<file path="config.mk">
export PLATFORM = sky130hd
export DESIGN_NAME = word_tokenizer
export DESIGN_NICKNAME = d
export VERILOG_FILES = /design/src/rtl/tokenizer_pkg.sv /design/src/rtl/token_fifo.sv /design/src/rtl/word_tokenizer.sv
export SDC_FILE = /design/constraint.sdc
export NUM_CORES = 1
export LEC_CHECK = 0
export ABC_AREA = 1
export CAP_MARGIN = 10
export CORE_ASPECT_RATIO = 0.7
export CORE_UTILIZATION = 46
export DETAILED_ROUTE_END_ITERATION = 6
export PLACE_DENSITY = 0.66
export SETUP_SLACK_MARGIN = 0.5
export SLEW_MARGIN = 30
export SYNTH_ARGS = -nofsm -noshare
export SYNTH_HDL_FRONTEND = slang
export SYNTH_SLANG_ARGS = --single-unit
</file>
<file path="constraint.sdc">
create_clock -name clk -period 2.2 [get_ports clk]
set_input_delay 0.22 -clock clk [delete_from_list [all_inputs] [get_ports clk]]
set_output_delay 0.22 -clock clk [all_outputs]
set_load 0.01 [all_outputs]
</file>
<file path="src/rtl/tokenizer_pkg.sv">
// Shared types and constants for the word tokenizer: token encodings,
// match-FSM states, FIFO geometry and character helpers.
package tokenizer_pkg;

    localparam int unsigned FIFO_DEPTH = 4;
    localparam int unsigned PTR_W      = $clog2(FIFO_DEPTH);
    localparam int unsigned CNT_W      = PTR_W + 1;
    localparam int unsigned LEN_W      = 4;
    localparam int unsigned TYPE_W     = 2;

    localparam logic [7:0]        SPACE_CHAR = 8'h20;
    localparam logic [LEN_W-1:0]  LEN_MAX    = '1;

    localparam logic [TYPE_W-1:0] TOK_BEGIN = 2'b01;
    localparam logic [TYPE_W-1:0] TOK_END   = 2'b10;
    localparam logic [TYPE_W-1:0] TOK_OTHER = 2'b11;

    typedef enum logic [3:0] {
        ST_SPACE,
        ST_B,
        ST_BE,
        ST_BEG,
        ST_BEGI,
        ST_BEGIN,
        ST_E,
        ST_EN,
        ST_END,
        ST_OTHER
    } state_t;

    typedef struct packed {
        logic [TYPE_W-1:0] kind;
        logic [LEN_W-1:0]  len;
    } token_t;

    function automatic logic [7:0] fold_case(input logic [7:0] c);
        return ((c >= 8'h41) && (c <= 8'h5A)) ? (c | 8'h20) : c;
    endfunction

    // Advance the keyword matcher on one non-space, already case-folded byte.
    function automatic state_t match_step(input state_t st, input logic [7:0] c);
        state_t nxt;
        nxt = ST_OTHER;
        case (st)
            ST_SPACE: nxt = (c == "b") ? ST_B : ((c == "e") ? ST_E : ST_OTHER);
            ST_B:     nxt = (c == "e") ? ST_BE    : ST_OTHER;
            ST_BE:    nxt = (c == "g") ? ST_BEG   : ST_OTHER;
            ST_BEG:   nxt = (c == "i") ? ST_BEGI  : ST_OTHER;
            ST_BEGI:  nxt = (c == "n") ? ST_BEGIN : ST_OTHER;
            ST_E:     nxt = (c == "n") ? ST_EN    : ST_OTHER;
            ST_EN:    nxt = (c == "d") ? ST_END   : ST_OTHER;
            default:  nxt = ST_OTHER;
        endcase
        return nxt;
    endfunction

    function automatic logic [TYPE_W-1:0] token_kind(input state_t st);
        case (st)
            ST_BEGIN: return TOK_BEGIN;
            ST_END:   return TOK_END;
            default:  return TOK_OTHER;
        endcase
    endfunction

endpackage

</file>
<file path="src/rtl/token_fifo.sv">
// Four-entry token queue with registered occupancy and full/empty flags;
// the head entry reads as zero while the queue is empty.
module token_fifo
    import tokenizer_pkg::*;
(
    input  logic   clk,
    input  logic   reset,
    input  logic   push,
    input  token_t push_data,
    input  logic   pop,
    output token_t head_c,
    output logic   full,
    output logic   empty
);

    token_t             mem [FIFO_DEPTH];
    logic [PTR_W-1:0]   wr_ptr;
    logic [PTR_W-1:0]   rd_ptr;
    logic [CNT_W-1:0]   count;
    logic [CNT_W-1:0]   count_d;
    logic               do_push;
    logic               do_pop;

    assign do_push = push & ~full;
    assign do_pop  = pop & ~empty;
    assign head_c  = empty ? '0 : mem[rd_ptr];

    always_comb begin
        count_d = count;
        if (do_push && !do_pop) begin
            count_d = count + CNT_W'(1);
        end else if (!do_push && do_pop) begin
            count_d = count - CNT_W'(1);
        end
    end

    // Pointers wrap naturally at the power-of-two depth.
    always_ff @(posedge clk or negedge reset) begin
        if (!reset) begin
            wr_ptr <= '0;
            rd_ptr <= '0;
            count  <= '0;
            full   <= 1'b0;
            empty  <= 1'b1;
        end else begin
            if (do_push) wr_ptr <= wr_ptr + PTR_W'(1);
            if (do_pop)  rd_ptr <= rd_ptr + PTR_W'(1);
            count <= count_d;
            full  <= (count_d == CNT_W'(FIFO_DEPTH));
            empty <= (count_d == '0);
        end
    end

    always_ff @(posedge clk) begin
        if (do_push) mem[wr_ptr] <= push_data;
    end

endmodule

</file>
<file path="src/rtl/word_tokenizer.sv">
// Splits a character stream into space-delimited words and classifies each
// word as BEGIN, END or OTHER, queuing {type, length} tokens.
module word_tokenizer
    import tokenizer_pkg::*;
(
    input  logic              clk,
    input  logic              reset,
    input  logic              in_valid,
    input  logic [7:0]        in_char,
    input  logic              in_last,
    output logic              in_ready,
    output logic              tok_valid,
    output logic [TYPE_W-1:0] tok_type,
    output logic [LEN_W-1:0]  tok_len,
    input  logic              tok_ready
);

    state_t             state_q;
    state_t             state_d;
    logic [LEN_W-1:0]   len_q;
    logic [LEN_W-1:0]   len_d;
    logic [7:0]         ch;
    logic               accept;
    logic               push;
    token_t             push_tok;
    token_t             head;
    logic               fifo_full;
    logic               fifo_empty;

    assign accept    = in_valid & in_ready;
    assign in_ready  = ~fifo_full;
    assign tok_valid = ~fifo_empty;
    assign tok_type  = head.kind;
    assign tok_len   = head.len;

    always_ff @(posedge clk or negedge reset) begin
        if (!reset) begin
            state_q <= ST_SPACE;
            len_q   <= '0;
        end else begin
            state_q <= state_d;
            len_q   <= len_d;
        end
    end

    // A delimiter closes the current word; in_last closes it after the byte is absorbed.
    always_comb begin
        state_d       = state_q;
        len_d         = len_q;
        push          = 1'b0;
        push_tok      = '0;
        ch            = fold_case(in_char);
        if (accept) begin
            if (ch == SPACE_CHAR) begin
                if (len_q != '0) begin
                    push          = 1'b1;
                    push_tok.kind = token_kind(state_q);
                    push_tok.len  = len_q;
                end
                state_d = ST_SPACE;
                len_d   = '0;
            end else begin
                state_d = match_step(state_q, ch);
                len_d   = (len_q == LEN_MAX) ? len_q : len_q + LEN_W'(1);
            end
            if (in_last) begin
                if (len_d != '0) begin
                    push          = 1'b1;
                    push_tok.kind = token_kind(state_d);
                    push_tok.len  = len_d;
                end
                state_d = ST_SPACE;
                len_d   = '0;
            end
        end
    end

    token_fifo u_fifo (
        .clk       (clk),
        .reset     (reset),
        .push      (push),
        .push_data (push_tok),
        .pop       (tok_ready),
        .head_c    (head),
        .full      (fifo_full),
        .empty     (fifo_empty)
    );

endmodule
</file>
After elaboration in Yosys (flattened, before gate mapping)
Memories as Yosys holds them, arrays and structs flattened.
Cells that the tools add are included.
{"block": "totals", "ff_bits": 17, "ram_bits": 24, "inputBits": 13, "out_inout_bits": 8, "wordCells": 82, "memories": 1}
{"name": "u_fifo.mem", "depth": 4, "width": 6, "rd": 1, "rd_ports_with_merged_regs": 0, "wr": 1, "line_no": "token_fifo.sv:16", "text": "token_t mem [FIFO_DEPTH];"}
{"block": "op_classes", "add_sub_neg": 5, "magnitude_cmp": 2, "eq_ne": 19, "n_mux": 34, "bitwise": 5, "n_reduce_logical": 9}
{"op": "two-way mux 4 bit", "count": 14}
{"op": "== test 8 x 7 -> 1 bit, second input constant", "count": 6}
{"op": "two-way mux 6 bit", "count": 7}
{"op": "one-hot mux 4 bit (7 select lines)", "count": 1}
{"op": "== test 4 x 3 -> 1 bit, second input constant", "count": 5}
{"op": "== test 4 bit, second input constant", "count": 3}
{"op": "== test 4 x 2 -> 1 bit, second input constant", "count": 2}
{"op": "== test 8 x 6 -> 1 bit, second input constant", "count": 1}
{"op": "greater-or-equal comparator 8 x 7 -> 1 bit, second input constant", "count": 1}
{"op": "less-or-equal comparator 8 x 7 -> 1 bit, second input constant", "count": 1}
{"op": "two-way mux 1 bit", "count": 8}
{"op": "one-hot mux 2 bit (2 select lines)", "count": 2}
{"op": "nonzero test 4 bit", "count": 2}
{"op": "two-way mux 3 bit", "count": 2}
{"op": "adder 2 x 1 -> 2 bit, second input constant", "count": 2}
{"op": "adder 4 x 1 -> 4 bit, second input constant", "count": 1}
{"op": "== test 4 x 1 -> 1 bit, second input constant", "count": 1}
{"op": "zero test 4 bit", "count": 1}
{"op": "adder 3 x 1 -> 3 bit, second input constant", "count": 1}
{"op": "AND 1 bit", "count": 3}
{"op": "== test 3 bit, second input constant", "count": 1}
{"op": "logical AND 1 bit", "count": 3}
{"op": "zero test 3 bit", "count": 1}
{"op": "subtractor 3 x 1 -> 3 bit, second input constant", "count": 1}
{"op": "other kinds (2)", "count": 4}

Depth between registers and ports, before layout
{"block": "depth", "depth_word": 16, "mapped_depth": 17, "mapped_depth_nobuf": 17}

Cells and area by module
From an unflattened synthesis, not the netlist that was laid out.
{"block": "hier_totals", "cells_unflattened": 313, "area_unflattened_um2": 2511.2}
{"module": "token_fifo", "n_inst": 1, "cells_per_inst": 151, "area_each_um2": 1550.2, "seq_area_each_um2": 947.2}
{"module": "word_tokenizer", "n_inst": 1, "cells_per_inst": 162, "area_each_um2": 960.9, "seq_area_each_um2": 200.2}

Worst setup path before layout
Ideal clock, no wire load.
{"block": "synth_path", "path_type": "register to register", "startpoint": "register len_q[0]", "endpoint": "memory u_fifo.mem[0][0] in the netlist's numbering (enable)", "setup_ps": 350, "arrival_ps": 1634, "required_time_ps": 1850, "path_slack_ps": 216, "path_stages_with_launch": 11, "path_buffers": 0, "period_less_slack_ps": 1984, "path_cell_list": "dfrtp_1 > ha_1 > nand2_1 > clkinv_1 > a21oi_1 > o21ai_1 > nand2_1 > nand2_2 > nand2_4 > nand2_8 > nor2_1"}
{"block": "synth_via", "elab_chain_cells": 11, "elab_cells_between_ends": 15, "cone_classes": "add/sub: 1; eq/ne: 1; mux: 10; bitwise: 1; reduce/logical: 2"}
{"item": "from (decl)", "line_no": "word_tokenizer.sv:20", "text": "logic [LEN_W-1:0] len_q;"}
{"item": "from (signal assigned)", "line_no": "word_tokenizer.sv:42", "text": "len_q <= len_d;"}
{"item": "adder 4 x 1 -> 4 bit or == test 4 bit (tied branches)", "line_no": "word_tokenizer.sv:64", "text": "len_d = (len_q == LEN_MAX) ? len_q : len_q + LEN_W'(1);"}
{"item": "two-way mux 4 bit", "line_no": "word_tokenizer.sv:64"}
{"item": "two-way mux 4 bit", "line_no": "word_tokenizer.sv:54", "text": "if (ch == SPACE_CHAR) begin"}
{"item": "two-way mux 4 bit", "line_no": "word_tokenizer.sv:53", "text": "if (accept) begin"}
{"item": "nonzero test 4 bit", "line_no": "word_tokenizer.sv:67", "text": "if (len_d != '0) begin"}
{"item": "two-way mux 1 bit", "line_no": "word_tokenizer.sv:67"}
{"item": "two-way mux 1 bit *", "line_no": "word_tokenizer.sv:66", "text": "if (in_last) begin"}
{"item": "two-way mux 1 bit *", "line_no": "word_tokenizer.sv:53"}
{"item": "AND 1 bit *", "line_no": "token_fifo.sv:24", "text": "assign do_push = push & ~full;"}
{"item": "two-way mux 1 bit *", "line_no": "token_fifo.sv:55", "text": "if (do_push) mem[wr_ptr] <= push_data;"}
{"item": "two-way mux 1 bit (not written as such) *", "line_no": "token_fifo.sv:55"}
{"item": "to (decl)", "line_no": "token_fifo.sv:16"}
Every way passes the cells marked *; elsewhere a longest branch is shown, timed or not. The select of a mux whose other input is x is not followed.

Worst setup path after layout
{"block": "layout_path", "startpoint": "register len_q[0]", "endpoint": "memory u_fifo.mem[2][4] in the netlist's numbering (enable)"}
Same word-level chain as after synthesis.

==> flow_summary.toml <==
[status]
status = "finished, final reports clean"

[sta]
grt_setup_unrepaired = "true"
fmax_mhz = 521
clock-skew-final_ps = 3.70
fin_tns_setup_ps = 0
fin_ws_ps = 280
hold_violations = 0
setup_viol = 0
hold_ws_ps = 258
relSlewSlack_pct = 78.6
period_minus_slack_ps = 1920
period_share_pct = 87.3
worstMarginPinSlew_ps = 320
slew_violations = 0

[grt]
grt_pass1_vias = 2010
grt_pass1_wl_um = 9000
antenna_found_initial = 0
grt_use_total_pct = 21.4
grt-ovfl-total = 0
grt_max_degree = 18

[yosys]
synth-seq-cells = 41
synth_top_family_by_area = "simple AND/OR/NAND/NOR gates"
netlist_area_um2 = 2470
yosys.area_share.simple_pct = 29.2
synth_adder_area_share_pct = 4.05
postSynthAreaPerCell_um2 = 8.10
yosysSeqAreaShare_pct = 46.4
syn_nets = 326
yosys.area_share.xor_xnor_pct = 1.06
synthMuxAreaShare_pct = 0
synth_compound_gate_area_share_pct = 10.5
synth_cell_types = 33
synth_cells = 305
yosys_warnings = 0

[finish]
final_cells = 423
num-nets-final = 374
area_delta_synth_final_pct = 31.5
fin_util_pct = 65.5
antenna_cells = 0
drive_above_1_share_pct = 31.6

[clocking]
cts_buffers = 5
cts_tree = "done"
clk_latency_ps = 290
clk_path_buf_depth = 2
path_clk_slew_ps = 80
root_buffer = "clkbuf_8"
clock_sinks = 41
ctsHoldBuffers = 0
htreeDepth = 2

[floorplan]
pin_count = 21
core_area_um2 = 4970
die-area_um2 = 5670
die_x_um = 89.6
initial_utilization_pct = 49.8
row_count = 21
fp.dieH_um = 63.3

[setup_path]
slowest_stage = "dfrtp_2"
path_cells = "ha_4 > nand2_4 > clkinv_4 > a21oi_4 > o21ai_1 > nand2_1 > nand2_2 > nand2_4 > nand2_8 > nor2_4"
end_kind = "flop"
criticalPathCategory = "reg2reg"
critical_path_arrival_ps = 1900
cp-start-kind = "flop"
critPathMaxFanout = 8
critPathTopFamily = "simple AND/OR/NAND/NOR gates"
worst_ep_required_time_ps = 2180
max_stage_delay_ps = 450
crit_buf_inv = 1
reg2reg_depth = 10
crit_path_frequent_cell = "nand2_4"
path_depth = 10

[power_and_ir_drop]
power.leakage_nw = 1.45
vdd_ir_drop_max_uv = 671
power.density_nw_per_um2 = 1120

[run]
drv_cap = 0

[route]
viasPerCell = 5.13
remaining_drc_errors = 0
drt-initial-drc-count = 103
antenna_left = 0
num_vias = 2168
wirelength_um = 5820
wl_per_cell_um = 13.8
drt-pass1-iter-count = 4

[place]
dp_hpwl_um = 4080
gp_congestion = 0.952
pre_cts_slack_ps = -50.3
dp_cells = 399
io_buffers = 20

[hold_path]
hp-class = "in2async"
[worst paths after layout]
path | from | end | slack, ps
setup / recovery | len_q[0]$_DFFE_PN0P_ | u_fifo.mem[2][4]$_DFFE_PP_ | 280
hold / removal | reset | u_fifo.rd_ptr[0]$_DFFE_PN0P_ | 260
setup reg to reg | len_q[0]$_DFFE_PN0P_ | u_fifo.mem[2][4]$_DFFE_PP_ | 280
hold reg to reg | u_fifo.count[1]$_DFF_PN0_ | u_fifo.count[1]$_DFF_PN0_ | 590
max in group asynchronous | reset | u_fifo.empty$_DFF_PN1_ | 1680
min in group clk | in_char[7] | state_q[3]$_DFFE_PN0P_ | 520
[cells in the mapped netlist, drive strengths merged]
library cell / instances / area (µm²)
nand4: 6 / 43.8
ha: 8 / 100
nand2: 50 / 244
dfstp: 1 / 26.3
clkbuf: 4 / 15.0
a211oi: 1 / 7.51
nor4: 1 / 6.26
nor3: 11 / 60.1
nand3: 23 / 138
xor2: 3 / 26.3
nand3b: 1 / 7.51
o21ai: 22 / 110
clkinv: 1 / 3.75
a22oi: 2 / 15.0
o21bai: 1 / 7.51
a21oi: 15 / 86.3
o22ai: 4 / 25.0
dfrtp: 16 / 400
edfxtp: 24 / 721
o21a: 1 / 7.51
nor2: 57 / 221
inv: 53 / 199
[area by class of cell]
class                           count  area [µm²]
Clock buffer                        5        68.8
Clock inverter                      3        41.3
Fill cell                         402        1720
Inverter                           54         213
Multi-Input combinational cell    206        1320
Sequential cell                    41        1150
Tap cell                           69        86.3
Timing Repair Buffer               45         365
[metrics by stage]
step	cell area (µm²)	total power, mW
2_1_floorplan	2510	2.19
3_3_place_gp	2850	2.68
3_5_place_dp	2850	2.72
4_1_cts	3130	3.44
5_1_grt	3250	3.91
6_report	3250	3.63
[cell usage in the layout (no fill, tap or decap), types with 2 or more instances in the layout]
cell type	n
nand3_1	14
a21oi_2	2
clkbuf_8	5
buf_4	22
inv_1	39
nand2_1	31
nand4_1	5
buf_2	6
dfrtp_2	4
nor3_1	7
o21ai_1	10
ha_4	2
clkdlybuf4s50_1	8
nor3_2	3
inv_2	12
nand2_8	2
edfxtp_1	24
dlygate4sd2_1	5
dfrtp_1	12
nor2_4	5
a21oi_4	2
nand2_2	12
buf_6	3
o21ai_0	11
nand3_2	5
nor2_2	9
a22oi_1	2
xor2_1	3
inv_4	2
ha_1	6
o22ai_1	4
nand3_4	4
a21oi_1	11
nor2_1	43
nand2_4	5
[flip-flops by register name, summed over array words and instances, names as in the netlist]
signal         count
u_fifo.count       3
len_q              4
u_fifo.mem        24
u_fifo.full        1
u_fifo.empty       1
u_fifo.wr_ptr      2
u_fifo.rd_ptr      2
state_q            4
[what timing repair did]
| action | CTS | global route |
|---|---|---|
| resized for setup | 49 | 46 |
| setup endpoints to repair | 63 | 64 |
| endpoints found under the hold margin | 0 | 0 |
| buffers inserted | 13 | 3 |
| pin swaps | 11 | 17 |
[where the power goes]
part / switching (mW) / total [mW] / internal (mW) / leakage, nW
clock network: 0.256 / 0.590 / 0.334 / 0.0518
registers: 0.134 / 1.16 / 1.02 / 0.429
logic: 1.12 / 1.88 / 0.768 / 0.972
[worst register-to-register path, cell delays in order, from the launching register on]
cell and delay, ps:
dfrtp_2 450, ha_4 200, nand2_4 70, clkinv_4 60, a21oi_4 150, o21ai_1 70, nand2_1 70, nand2_2 70
nand2_4 110, nand2_8 110, nor2_4 250
[cell families after synthesis]
logic type	Yosys count
xor+xnor	3
compound gates	46
fa+ha+maj	8
flops	41
buf+inv	58
simple gates	149
[per-layer routing]
layer  vias to the layer above  GRT usage (%)  routed length, µm
li1                       1094              -                  -
met1                      1001           29.3               2670
met2                        67           33.0               2680
met3                         6           6.03                408
met4                         0           5.95                 60
met5                         -              0                  0
Note: power is estimated with default switching activity, not from simulation.
